### src/rtl/johnson_pkg.sv
// Shared Johnson-counter helpers: phase<->code mapping, legality check, direction codes.
// Functions work on a fixed maximum width; callers pass their ring width and truncate.
package johnson_pkg;

    localparam int unsigned JMAX = 64;

    localparam logic DIR_FWD = 1'b0;
    localparam logic DIR_REV = 1'b1;

    typedef enum logic [2:0] {
        ACT_HOLD,
        ACT_LOAD,
        ACT_BAD_LOAD,
        ACT_FIX,
        ACT_STEP
    } act_e;

    // Phases 1..n fill ones from the top; phases n+1..2n-1 drain them from the top.
    function automatic logic [JMAX-1:0] johnson_encode(int unsigned n, int unsigned ph);
        logic [JMAX-1:0] code;
        code = '0;
        for (int unsigned i = 0; i < JMAX; i++) begin
            if (i < n) begin
                if (ph <= n) code[i] = (i >= n - ph);
                else         code[i] = (i < 2 * n - ph);
            end
        end
        return code;
    endfunction

    function automatic logic johnson_legal(logic [JMAX-1:0] q, int unsigned n);
        int unsigned edges;
        edges = 0;
        for (int unsigned i = 0; i < JMAX - 1; i++) begin
            if ((i + 1 < n) && (q[i] != q[i+1])) edges++;
        end
        return (edges <= 1);
    endfunction

endpackage

### src/rtl/johnson_counter_param_if.sv
// Control and status bundle of the Johnson counter; master drives control, slave is the counter.
interface johnson_counter_param_if #(
    parameter int unsigned N  = 4,
    parameter int unsigned PW = $clog2(2 * N)
);
    logic            en;
    logic            dir;
    logic            load;
    logic [PW-1:0]   load_phase;
    logic [N-1:0]    q;
    logic [PW-1:0]   phase;
    logic [2*N-1:0]  phase_oh;
    logic            wrap;
    logic            err;

    modport master (
        output en, dir, load, load_phase,
        input  q, phase, phase_oh, wrap, err
    );

    modport slave (
        input  en, dir, load, load_phase,
        output q, phase, phase_oh, wrap, err
    );
endinterface

### src/rtl/johnson_phase_decode.sv
// Combinational binary phase index to one-hot decoder, shared by the sequence generators.
module johnson_phase_decode
    import johnson_pkg::*;
#(
    parameter int unsigned STATES = 8,
    parameter int unsigned PW     = $clog2(STATES)
) (
    input  logic [PW-1:0]     phase_i,
    output logic [STATES-1:0] onehot_o
);

    always_comb begin
        onehot_o = '0;
        for (int unsigned i = 0; i < STATES; i++) begin
            if (phase_i == PW'(i)) onehot_o[i] = 1'b1;
        end
    end

endmodule

### src/rtl/johnson_counter_param.sv
// Parametrised Johnson counter with enable, direction, phase load, self-correction,
// registered binary phase, one-hot phase, wrap and error pulses.
module johnson_counter_param
    import johnson_pkg::*;
#(
    parameter int unsigned N  = 4,
    parameter int unsigned PW = $clog2(2 * N)
) (
    input logic                     clk,
    input logic                     reset,
    johnson_counter_param_if.slave  bus
);

    localparam int unsigned STATES = 2 * N;

    if (N < 2) begin : g_bad_width
        $error("johnson_counter_param: N must be at least 2");
    end

    logic [N-1:0]  q_q, q_d;
    logic [PW-1:0] phase_q, phase_d;
    logic          wrap_q, wrap_d;
    logic          err_q, err_d;

    act_e          act;
    logic          load_in_range;
    logic          q_legal;
    logic [PW-1:0] phase_fwd, phase_rev;

    assign load_in_range = (32'(bus.load_phase) < STATES);
    assign q_legal       = johnson_legal(JMAX'(q_q), N);

    assign phase_fwd = (phase_q == PW'(STATES - 1)) ? '0 : phase_q + PW'(1);
    assign phase_rev = (phase_q == '0) ? PW'(STATES - 1) : phase_q - PW'(1);

    always_comb begin
        if (bus.load)       act = load_in_range ? ACT_LOAD : ACT_BAD_LOAD;
        else if (!q_legal)  act = ACT_FIX;
        else if (bus.en)    act = ACT_STEP;
        else                act = ACT_HOLD;
    end

    always_comb begin
        q_d     = q_q;
        phase_d = phase_q;
        wrap_d  = 1'b0;
        err_d   = 1'b0;
        case (act)
            ACT_LOAD: begin
                q_d     = N'(johnson_encode(N, 32'(bus.load_phase)));
                phase_d = bus.load_phase;
            end
            ACT_BAD_LOAD: begin
                err_d = 1'b1;
            end
            ACT_FIX: begin
                q_d     = '0;
                phase_d = '0;
                err_d   = 1'b1;
            end
            ACT_STEP: begin
                if (bus.dir == DIR_REV) begin
                    q_d     = {q_q[N-2:0], ~q_q[N-1]};
                    phase_d = phase_rev;
                end else begin
                    q_d     = {~q_q[0], q_q[N-1:1]};
                    phase_d = phase_fwd;
                end
                wrap_d = (phase_d == '0);
            end
            default: ;
        endcase
    end

    always_ff @(posedge clk or negedge reset) begin
        if (!reset) begin
            q_q     <= '0;
            phase_q <= '0;
            wrap_q  <= 1'b0;
            err_q   <= 1'b0;
        end else begin
            q_q     <= q_d;
            phase_q <= phase_d;
            wrap_q  <= wrap_d;
            err_q   <= err_d;
        end
    end

    assign bus.q     = q_q;
    assign bus.phase = phase_q;
    assign bus.wrap  = wrap_q;
    assign bus.err   = err_q;

    johnson_phase_decode #(
        .STATES (STATES),
        .PW     (PW)
    ) u_decode (
        .phase_i  (phase_q),
        .onehot_o (bus.phase_oh)
    );

endmodule

### src/flat_wrapper.sv
// flat-port wrapper written by rule: the top's interface ports become plain ports
module johnson_counter_param_flat import johnson_pkg::*;
#(
    parameter int unsigned N  = 4,
    parameter int unsigned PW = $clog2(2 * N)
)
  (clk, reset, bus_en, bus_dir, bus_load, bus_load_phase, bus_q, bus_phase, bus_phase_oh, bus_wrap, bus_err);
  johnson_counter_param_if #(.N(N), .PW(PW)) bus_i ();
  input logic clk;
  input logic reset;
  input wire logic [$bits(bus_i.en)-1:0] bus_en;
  input wire logic [$bits(bus_i.dir)-1:0] bus_dir;
  input wire logic [$bits(bus_i.load)-1:0] bus_load;
  input wire logic [$bits(bus_i.load_phase)-1:0] bus_load_phase;
  output wire logic [$bits(bus_i.q)-1:0] bus_q;
  output wire logic [$bits(bus_i.phase)-1:0] bus_phase;
  output wire logic [$bits(bus_i.phase_oh)-1:0] bus_phase_oh;
  output wire logic [$bits(bus_i.wrap)-1:0] bus_wrap;
  output wire logic [$bits(bus_i.err)-1:0] bus_err;
  assign bus_i.en = bus_en;
  assign bus_i.dir = bus_dir;
  assign bus_i.load = bus_load;
  assign bus_i.load_phase = bus_load_phase;
  assign bus_q = bus_i.q;
  assign bus_phase = bus_i.phase;
  assign bus_phase_oh = bus_i.phase_oh;
  assign bus_wrap = bus_i.wrap;
  assign bus_err = bus_i.err;
  johnson_counter_param #(.N(N), .PW(PW)) u_core (.clk(clk), .reset(reset), .bus(bus_i));
endmodule
### config.mk
export PLATFORM = sky130hd
export DESIGN_NAME = johnson_counter_param_flat
export DESIGN_NICKNAME = d
export VERILOG_FILES = /design/src/rtl/johnson_pkg.sv /design/src/rtl/johnson_counter_param_if.sv /design/src/rtl/johnson_phase_decode.sv /design/src/rtl/johnson_counter_param.sv /design/src/flat_wrapper.sv
export SDC_FILE = /design/constraint.sdc
export NUM_CORES = 1
export LEC_CHECK = 0
export BUFFER_PORTS_ARGS = -buffer_cell sky130_fd_sc_hd__buf_2
export CELL_PAD_IN_SITES_DETAIL_PLACEMENT = 2
export CELL_PAD_IN_SITES_GLOBAL_PLACEMENT = 2
export CORE_MARGIN = 1
export CORE_UTILIZATION = 27
export DETAILED_ROUTE_END_ITERATION = 6
export PLACE_DENSITY = 0.73
export SYNTH_ARGS = -nofsm -noshare
export SYNTH_HDL_FRONTEND = slang
export SYNTH_SLANG_ARGS = --single-unit
### constraint.sdc
create_clock -name clk -period 1.55 [get_ports clk]
set_clock_uncertainty 0.05 [all_clocks]
set_input_delay 0.155 -clock clk [delete_from_list [all_inputs] [get_ports clk]]
set_output_delay 0.155 -clock clk [all_outputs]
set_load 0.01 [all_outputs]
==> results.py, run 1 <==
metrics = {
    "status": {
        "violations": "setup timing",
        "status": "finished with violations",
    },
    "layout": {
        "fillers": 350,
        "final_cells": 193,
        "area.growth.synth_to_final_pct": 54.0,
        "diodes": 0,
        "layout_common_cells": "22 x buf_2, 21 x buf_4, 7 x inv_1, 7 x ha_1",
        "final_nets": 172,
        "final_cell_area_um2": 1400,
        "final_common_cell": "buf_2",
        "drive_gt1_share_pct": 53.7,
    },
    "synthesis": {
        "yosysWarningCount": 0,
        "synth_cell_types": 31,
        "avgSynthCellArea_um2": 8.93,
        "syn_area_um2": 911,
        "synth_seq_cells": 9,
        "ys.flop_type": "dfrtp_1",
        "synth-edff-count": 0,
        "syn_nets": 124,
        "netlist_instances": 102,
        "yosysSeqAreaShare_pct": 24.7,
        "async_flop_share_pct": 100,
    },
    "sta": {
        "finalCritPeriodShare_pct": 110,
        "slew_headroom_pct": 75.8,
        "max_freq_mhz": 587,
        "period_minus_slack_ns": 1.70,
        "rsz0062_at_grt": "true",
        "setup_viol": 8,
        "final-max-slew-violation-count": 0,
        "fin_ws_ns": -0.153,
        "worst_pin_slew_ns": 0.362,
        "hold_viol": 0,
    },
    "clock_network": {
        "cts-root-buf": "clkbuf_4",
        "htree_levels": 1,
        "cts_tree": "done",
        "clkSinkCount": 9,
        "clkTransAtPathRegs_ns": 0.07,
        "cts_made_buffers": 3,
        "clock_latency_ns": 0.27,
        "cts_max_path_buffers": 2,
    },
    "power_and_ir_drop": {
        "total_power_mw": 2.32,
        "cellLeakagePower_nw": 0.662,
        "p_seq_share_pct": 19.1,
        "swShare_pct": 44.8,
        "ir_drop_mv": 0.405,
        "clkPwrFrac_pct": 8.3,
        "intPower_mw": 1.28,
        "combPwrFrac_pct": 72.6,
        "switching_power_mw": 1.04,
        "power.density_nw_per_um2": 1650,
    },
    "floorplanning": {
        "pin_count": 25,
        "die_y_um": 60.1,
        "fp.dieArea_um2": 3610,
        "start_util_pct": 29.1,
        "fp.dieW_um": 60.1,
        "num_rows": 20,
        "core_um2": 3130,
    },
    "critical_path": {
        "critPathKind": "flip-flop to flip-flop",
        "cp_slowest_stage_delay_ns": 0.46,
        "crit_path_end_kind": "flip-flop",
        "crit_fanout": 5,
        "path_cells": "xnor2_4, fa_2, and2b_2, o2111ai_2, o311ai_1",
        "required_ns": 1.64,
        "cp.arrival_ns": 1.79,
        "worstSetupStartpointType": "flip-flop",
        "r2r_setup_slack_ns": -0.15,
        "cp_slowest_cell": "dfrtp_2",
    },
    "routing": {
        "route.detailed.drc": 0,
        "drt_iter0_drc": 23,
        "drt-wirelength-per-cell_um": 17.8,
        "drt_pass1_iterations": 4,
        "routed_via_density": 4.99,
        "drtAntennaViolNets": 0,
        "postRouteWirelength_mm": 3.43,
        "num_vias": 964,
    },
    "global_route": {
        "busiest_layer": "met2",
        "grtUsageTotal_pct": 20.3,
        "grtUsageMet2_pct": 39.4,
        "antenna_found_initial": 0,
        "grt.overflow.total": 0,
        "grt_max_degree": 15,
        "gr-usage-met1_pct": 21.6,
        "grt_pass1_vias": 1047,
        "grt_pass1_wl_mm": 5.18,
        "met3_usage_pct": 0.866,
    },
    "min_path": {
        "hp-class": "primary input to flip-flop",
    },
    "placement": {
        "place_inst": 183,
        "port_buffers": 24,
        "gp_congestion": 0.801,
        "place_area_um2": 1200,
        "dp_hpwl_mm": 2.55,
    },
    "job": {
        "max_cap_violations": 0,
    },
}
## power groups by stage
| stage | registers, mW | clock network (mW) | logic, mW |
|---|---|---|---|
| global placement | 0.422 | 0 | 1.29 |
| global route | 0.456 | 0.209 | 1.82 |
| finish | 0.443 | 0.193 | 1.68 |
| CTS | 0.439 | 0.198 | 1.52 |
| detailed placement | 0.431 | 0 | 1.37 |
| floorplan | 0.459 | 0 | 0.754 |
## through the flow
step	TNS [ns]	util [%]	worst slack, ns	hold WS, ns
finish	-0.678	44.8	-0.153	0.105
global route	-1.19	44.8	-0.202	0.123
CTS	-0.689	42.4	-0.151	0.105
detailed placement	-0.905	38.5	-0.172	-0.0268
global placement	-0.453	38.5	-0.0859	-0.0341
floorplan	-0.506	-	-0.0927	-0.191
## layer usage
metal / routed length, um / share of wire [%]
met4: 182 / 5.3
met2: 1770 / 52
met3: 83 / 2.4
met1: 1400 / 41
met5: 0 / 0
## layout make-up
class | count | area (um2) | share of cell area, %
multi-input cells | 79 | 733 | 52.3
flip-flops and latches | 9 | 229 | 16.3
inverters | 9 | 36.3 | 2.59
repair buffers | 48 | 323 | 23.0
well taps | 44 | 55.1 | 3.93
clock buffers | 4 | 26.3 | 1.87
## state kept, by name (all words and copies together), names as in the netlist
name / cells
u_core.bus.q: 4
u_core.bus.phase: 3
u_core.bus.err: 1
u_core.bus.wrap: 1
## worst max-delay path: cells and delay by family, from the launching register on
| kind | cells | cell delay, ns |
|---|---|---|
| flip-flops | 1 | 0.46 |
| AND/OR/NAND/NOR | 1 | 0.25 |
| AO/OA/AOI/OAI | 2 | 0.26 |
| XOR/XNOR | 1 | 0.15 |
| adder cells (fa/ha/maj) | 1 | 0.40 |
## final timing paths
path | from | endpoint | cells after the start
setup / recovery | u_core.bus.q[2] | u_core.bus.phase[0] | 5
hold / removal | bus_load_phase[2] | u_core.bus.phase[2] | 3
setup reg to reg | u_core.bus.q[2] | u_core.bus.phase[0] | 5
hold reg to reg | u_core.bus.q[0] | u_core.bus.q[0] | 3
max in group asynchronous | reset | u_core.bus.q[1] | 2
min in group asynchronous | reset | u_core.bus.phase[1] | 2
## cell usage after synthesis, types with 2 or more instances
cell type  count  area (um2)
ha_1          13         163
dfrtp_1        9         225
inv_1          9        33.8
a21oi_1        8        40.0
nand2_1        7        26.3
nor2b_1        6        37.5
nor2_1         5        18.8
o21ai_0        5        25.0
o211ai_1       4        30.0
buf_6          3        33.8
mux2i_1        3        30.0
o21ai_1        3        15.0
o221ai_1       3        26.3
xnor2_1        3        26.3
a32oi_1        2        17.5
and2_1         2        12.5
nand2b_1       2        12.5
o311ai_0       2        17.5
## logic make-up (layout without fill, tap and decap cells)
family	after synthesis	count (layout)	synth area share (%)
AO/OA/AOI/OAI	32	32	23.8
AND/OR/NAND/NOR	27	27	16.5
adder cells (fa/ha/maj)	14	14	20.1
buffers and inverters	14	61	8.79
flip-flops	9	9	24.7
XOR/XNOR	3	3	2.89
multiplexers	3	3	3.30
## what timing repair did
action	CTS	global route
setup buffers	2	3
hold buffers	1	0
hold endpoints to repair	9	0
gates resized for setup	21	13
pin swaps	5	3
endpoints found under the setup margin	15	16
No activity file was read; power rests on OpenSTA's default activity.
==> run 2, diff against run 1 <==
BUFFER_PORTS_ARGS = default   (was -buffer_cell sky130_fd_sc_hd__buf_2)
CORE_UTILIZATION = 39   (was 27)
DONT_BUFFER_PORTS = 1   (was default)
PLACE_DENSITY = 0.81   (was 0.73)
clock period = 2.12 ns   (was 1.55 ns; I/O delays follow)
==> run 2 against run 1 <==
  * The flow now finishes without violations
  * Register-to-register slack gained 0.37 ns
  * First-iteration DRC count shrank 74%
  * Combinational power shrank 66%
  * Total power shrank 54%
  * Flip-flop and latch count is the same
  * Worst hold slack lost 0.081 ns
  * Via count shrank 21%
  * Utilization shrank 1.7 points
  * Die area shrank 30%
  * Non-clock buffer count shrank 45
  * Sequential power shrank 18%
  * Clock-buffer cell count is the same
  * Critical path type unchanged
==> results.py, run 2 (synthesized netlist as in run 1, its figures left out) <==
metrics = {
    "clock_network": {
        "cts-root-buf": "clkbuf_4",
        "cts_made_buffers": 3,
        "clkSinkCount": 9,
        "cts_tree": "done",
        "clock_latency_ns": 0.27,
        "clkTransAtPathRegs_ns": 0.06,
        "cts_max_path_buffers": 2,
        "htree_levels": 1,
    },
    "critical_path": {
        "cp_num_buf_inv": 0,
        "cp.arrival_ns": 1.98,
        "crit_start": "u_core.bus.q[2]",
        "critPathKind": "flip-flop to flip-flop",
        "r2r-end": "u_core.bus.q[3]",
        "cp_slowest_cell": "dfrtp_1",
        "reg2reg_depth": 5,
        "crit_path_end_kind": "flip-flop",
        "cp_top_family": "flip-flops",
        "path_cells": "xnor2_1, fa_1, and2b_1, o211ai_1, o311ai_0",
        "required_ns": 2.19,
        "cp.depth": 5,
        "crit_fanout": 7,
        "cp_slowest_stage_delay_ns": 0.51,
        "endpoint": "u_core.bus.q[3]",
        "r2r-start": "u_core.bus.q[2]",
        "r2r_setup_slack_ns": 0.21,
        "worstSetupStartpointType": "flip-flop",
    },
    "global_route": {
        "grtUsageMet2_pct": 40.2,
        "grt_pass1_vias": 851,
        "grt_pass1_wl_mm": 3.97,
        "gr-usage-met1_pct": 24.0,
        "grtUsageTotal_pct": 21.2,
        "met3_usage_pct": 1.82,
        "antenna_found_initial": 0,
        "grt.overflow.total": 0,
        "grt_max_degree": 15,
        "busiest_layer": "met2",
    },
    "floorplanning": {
        "fp.dieArea_um2": 2530,
        "pin_count": 25,
        "fp.dieW_um": 50.3,
        "core_um2": 2210,
        "num_rows": 17,
        "die_y_um": 50.3,
        "start_util_pct": 41.2,
    },
    "sta": {
        "hold_viol": 0,
        "period_minus_slack_ns": 1.91,
        "final-max-slew-violation-count": 0,
        "fin_tns_setup_ns": 0,
        "rsz0062_at_grt": "false",
        "setup_viol": 0,
        "slew_headroom_pct": 71.8,
        "worst_pin_slew_ns": 0.421,
        "max_freq_mhz": 524,
        "finalCritPeriodShare_pct": 90.0,
        "fin_ws_ns": 0.213,
        "whs_ns": 0.0239,
    },
    "routing": {
        "route.detailed.drc": 0,
        "drtAntennaViolNets": 0,
        "drt-wirelength-per-cell_um": 18.6,
        "routed_via_density": 5.76,
        "postRouteWirelength_mm": 2.46,
        "drt_iter0_drc": 6,
        "drt_pass1_iterations": 3,
        "num_vias": 760,
    },
    "placement": {
        "dp_hpwl_mm": 2.09,
        "dp_slack_ns": 0.183,
        "place_area_um2": 907,
        "place_inst": 126,
        "port_buffers": 0,
        "gp_congestion": 0.744,
    },
    "layout": {
        "largest_reg_flops": 4,
        "final_cell_area_um2": 953,
        "drive_gt1_share_pct": 6.73,
        "diodes": 0,
        "layout_common_cells": "13 x ha_1, 9 x inv_1, 9 x dfrtp_1",
        "area.growth.synth_to_final_pct": 4.67,
        "final_nets": 127,
        "final_cells": 132,
        "final_common_cell": "ha_1",
    },
    "min_path": {
        "hp-class": "primary input to flip-flop",
    },
    "power_and_ir_drop": {
        "power.density_nw_per_um2": 1120,
        "ir_drop_mv": 0.387,
        "cellLeakagePower_nw": 0.429,
    },
    "status": {
        "status": "completed",
    },
    "job": {
        "max_cap_violations": 0,
    },
}
-- run 2: cell types whose count changed in the layout (fill, tap and decap cells not counted), sizes merged --
| cell | change |
|---|---|
| buf | -46 |
| dlygate4sd3 | +1 |
-- run 2: timing repair --
action	4_1_cts	5_1_grt
hold buffers	2	0
setup endpoints to repair	0	0
setup buffers	0	0
endpoints found under the hold margin	10	0
resized for setup	0	0
-- run 2: how the worst min path moves through the flow --
stage                      startpoint                   to  slack (ns)  cells past startpoint
finish              bus_load_phase[2]  u_core.bus.phase[2]        0.02                      2
global route        bus_load_phase[2]  u_core.bus.phase[2]        0.03                      2
CTS                 bus_load_phase[2]  u_core.bus.phase[2]        0.02                      2
detailed placement              reset       u_core.bus.err       -0.13                      0
global placement                reset      u_core.bus.q[2]       -0.13                      0
floorplan                       reset       u_core.bus.err       -0.13                      0
-- run 2: power breakdown --
group / internal (mW) / switching, mW / leakage (nW)
clock: 0.0727 / 0.0623 / 0.0150
sequential: 0.230 / 0.132 / 0.114
combinational: 0.238 / 0.330 / 0.300
total: 0.541 / 0.524 / 0.429
-- run 2: cell type report --
cell class / instances / area, um2
inverters: 9 / 33.8
repair buffers: 3 / 27.5
multi-input cells: 79 / 606
well taps: 28 / 35.0
flip-flops and latches: 9 / 225
fillers: 254 / 1260
clock buffers: 4 / 26.3
-- run 2: through the flow --
stage	total power, mW	util [%]
final	1.06	43.1
after global routing	1.15	43.1
after CTS	1.08	43.1
after detailed placement	0.939	41.0
after global placement	0.883	41.0
after floorplan	0.803	-
-- run 2: per-layer routing --
layer  up-vias  share of wire (%)  wire length [um]
met5         -                  0                 0
met4         0                1.4                34
met3         4                2.5                61
li1        365                  -                 -
met1       376                 42              1020
met2        15                 54              1340
==> run 3, diff against run 2 <==
CORE_UTILIZATION = 36   (was 39)
PLACE_DENSITY = 0.76   (was 0.81)
clock period = 2.1 ns   (was 2.12 ns; I/O delays follow)
==> run 3 against run 2 <==
  * Sequential power increased by 2%
  * Worst hold slack improved by 0.0050 ns
  * Non-clock buffer count unchanged
  * Cell count unchanged
  * Largest power group unchanged
  * Setup slack got worse by 0.0075 ns
  * Utilization decreased by 1.6 points
  * Register-to-register slack about the same
  * Global-route usage decreased by 1.9 points
  * Largest cell class unchanged
==> results.py, run 3 (synthesized netlist as in run 1, its figures left out) <==
metrics = {
    "status": {
        "status": "completed",
    },
    "critical_path": {
        "crit_fanout": 7,
        "r2r-start": "u_core.bus.q[1]",
        "cp_slowest_stage_delay_ns": 0.50,
        "cp_slowest_cell": "dfrtp_1",
        "cp.arrival_ns": 1.97,
        "path_cells": "xnor2_1, fa_1, and2b_1, o211ai_1, o311ai_0",
        "required_ns": 2.17,
        "crit_start": "u_core.bus.q[1]",
        "critPathKind": "flip-flop to flip-flop",
        "worstSetupStartpointType": "flip-flop",
        "crit_path_end_kind": "flip-flop",
    },
    "routing": {
        "drt_iter0_drc": 5,
        "route.detailed.drc": 0,
        "drt_pass1_iterations": 4,
        "drtAntennaViolNets": 0,
        "drt-wirelength-per-cell_um": 18.3,
        "num_vias": 788,
        "postRouteWirelength_mm": 2.41,
        "routed_via_density": 5.97,
    },
    "placement": {
        "gp_congestion": 0.707,
        "port_buffers": 0,
        "dp_hpwl_mm": 1.92,
        "place_area_um2": 907,
    },
    "floorplanning": {
        "num_rows": 17,
        "fp.dieArea_um2": 2740,
        "pin_count": 25,
        "fp.dieW_um": 52.3,
        "die_y_um": 52.3,
        "start_util_pct": 39.7,
        "core_um2": 2300,
    },
    "global_route": {
        "grtUsageTotal_pct": 19.3,
        "grt.overflow.total": 0,
        "antenna_found_initial": 0,
        "grt_pass1_vias": 812,
        "grt_max_degree": 15,
        "grt_pass1_wl_mm": 3.85,
    },
    "clock_network": {
        "cts_tree": "done",
        "clkTransAtPathRegs_ns": 0.06,
        "htree_levels": 1,
        "clkSinkCount": 9,
        "clock_latency_ns": 0.27,
        "cts-root-buf": "clkbuf_4",
        "cts_max_path_buffers": 2,
        "cts_made_buffers": 3,
    },
    "layout": {
        "final_nets": 127,
        "area.growth.synth_to_final_pct": 4.67,
        "layout_common_cells": "13 x ha_1, 9 x inv_1, 9 x dfrtp_1",
        "diodes": 0,
        "final_cell_area_um2": 953,
        "largest_reg_flops": 4,
        "fillers": 258,
        "drive_gt1_share_pct": 6.73,
        "final_common_cell": "ha_1",
    },
    "power_and_ir_drop": {
        "ir_drop_mv": 0.407,
        "cellLeakagePower_nw": 0.429,
        "power.density_nw_per_um2": 1130,
        "total_power_mw": 1.08,
    },
    "sta": {
        "hold_viol": 0,
        "finalCritPeriodShare_pct": 90.2,
        "period_minus_slack_ns": 1.89,
        "final-max-slew-violation-count": 0,
        "max_freq_mhz": 528,
        "rsz0062_at_grt": "false",
        "fin_tns_setup_ns": 0,
        "setup_viol": 0,
        "slew_headroom_pct": 72.5,
        "worst_pin_slew_ns": 0.410,
    },
    "min_path": {
        "hp-start": "bus_load_phase[2]",
        "hp-class": "primary input to flip-flop",
    },
    "job": {
        "max_cap_violations": 0,
    },
}
-- run 3: power breakdown --
| group | total, mW | internal [mW] | switching (mW) |
|---|---|---|---|
| Clock | 0.139 | 0.0736 | 0.0653 |
| Combinational | 0.568 | 0.239 | 0.329 |
| Sequential | 0.370 | 0.232 | 0.138 |
| Total | 1.08 | 0.545 | 0.532 |
-- run 3: worst paths after layout --
check / endpoint / slack (ns) / depth (start not counted)
worst max-delay path: u_core.bus.q[3] / 0.21 / 5
worst min-delay path: u_core.bus.phase[2] / 0.03 / 2
worst max register to register: u_core.bus.q[3] / 0.21 / 5
worst min register to register: u_core.bus.q[3] / 0.72 / 2
max in group asynchronous: u_core.bus.err / 1.46 / 1
min in group asynchronous: u_core.bus.phase[0] / 0.25 / 1
-- run 3: what timing repair did --
action	in CTS	in global routing
hold buffers	2	0
setup buffers	0	0
endpoints found under the hold margin	10	0
gates resized for setup	0	0
-- run 3: stage by stage --
step	worst slack, ns	util [%]	std cells	hold slack, ns
floorplan	0.322	-	102	-0.136
finish	0.205	41.5	132	0.0289
global placement	0.267	39.5	126	-0.135
global route	0.0765	41.5	132	0.0397
detailed placement	0.197	39.5	126	-0.135
CTS	0.199	41.5	132	0.0376
-- run 3: area by class of cell --
class / count / area (um2) / share of cell area [%]
timing repair buffer: 3 / 27.5 / 2.89
tap: 28 / 35.0 / 3.67
sequential: 9 / 225 / 23.6
multi-input combinational: 79 / 606 / 63.5
clock buffer: 4 / 26.3 / 2.76
inverter: 9 / 33.8 / 3.54
-- run 3: critical path, delay by kind of cell (launching register included) --
| family | cells | cell delay (ns) |
|---|---|---|
| xor gates and xnor gates | 1 | 0.20 |
| AOI/OAI and AO/OA | 2 | 0.27 |
| adders and majority gates | 1 | 0.50 |
| and+or+nand+nor | 1 | 0.24 |
| DFF | 1 | 0.50 |
-- run 3: layer usage --
layer / wire length (um) / part of all wire, % / GRT usage (%)
met2: 1160 / 48 / 30.6
met3: 151 / 6.3 / 4.06
met4: 40 / 1.7 / 6.58
met1: 1060 / 44 / 25.7
met5: 0 / 0 / 0
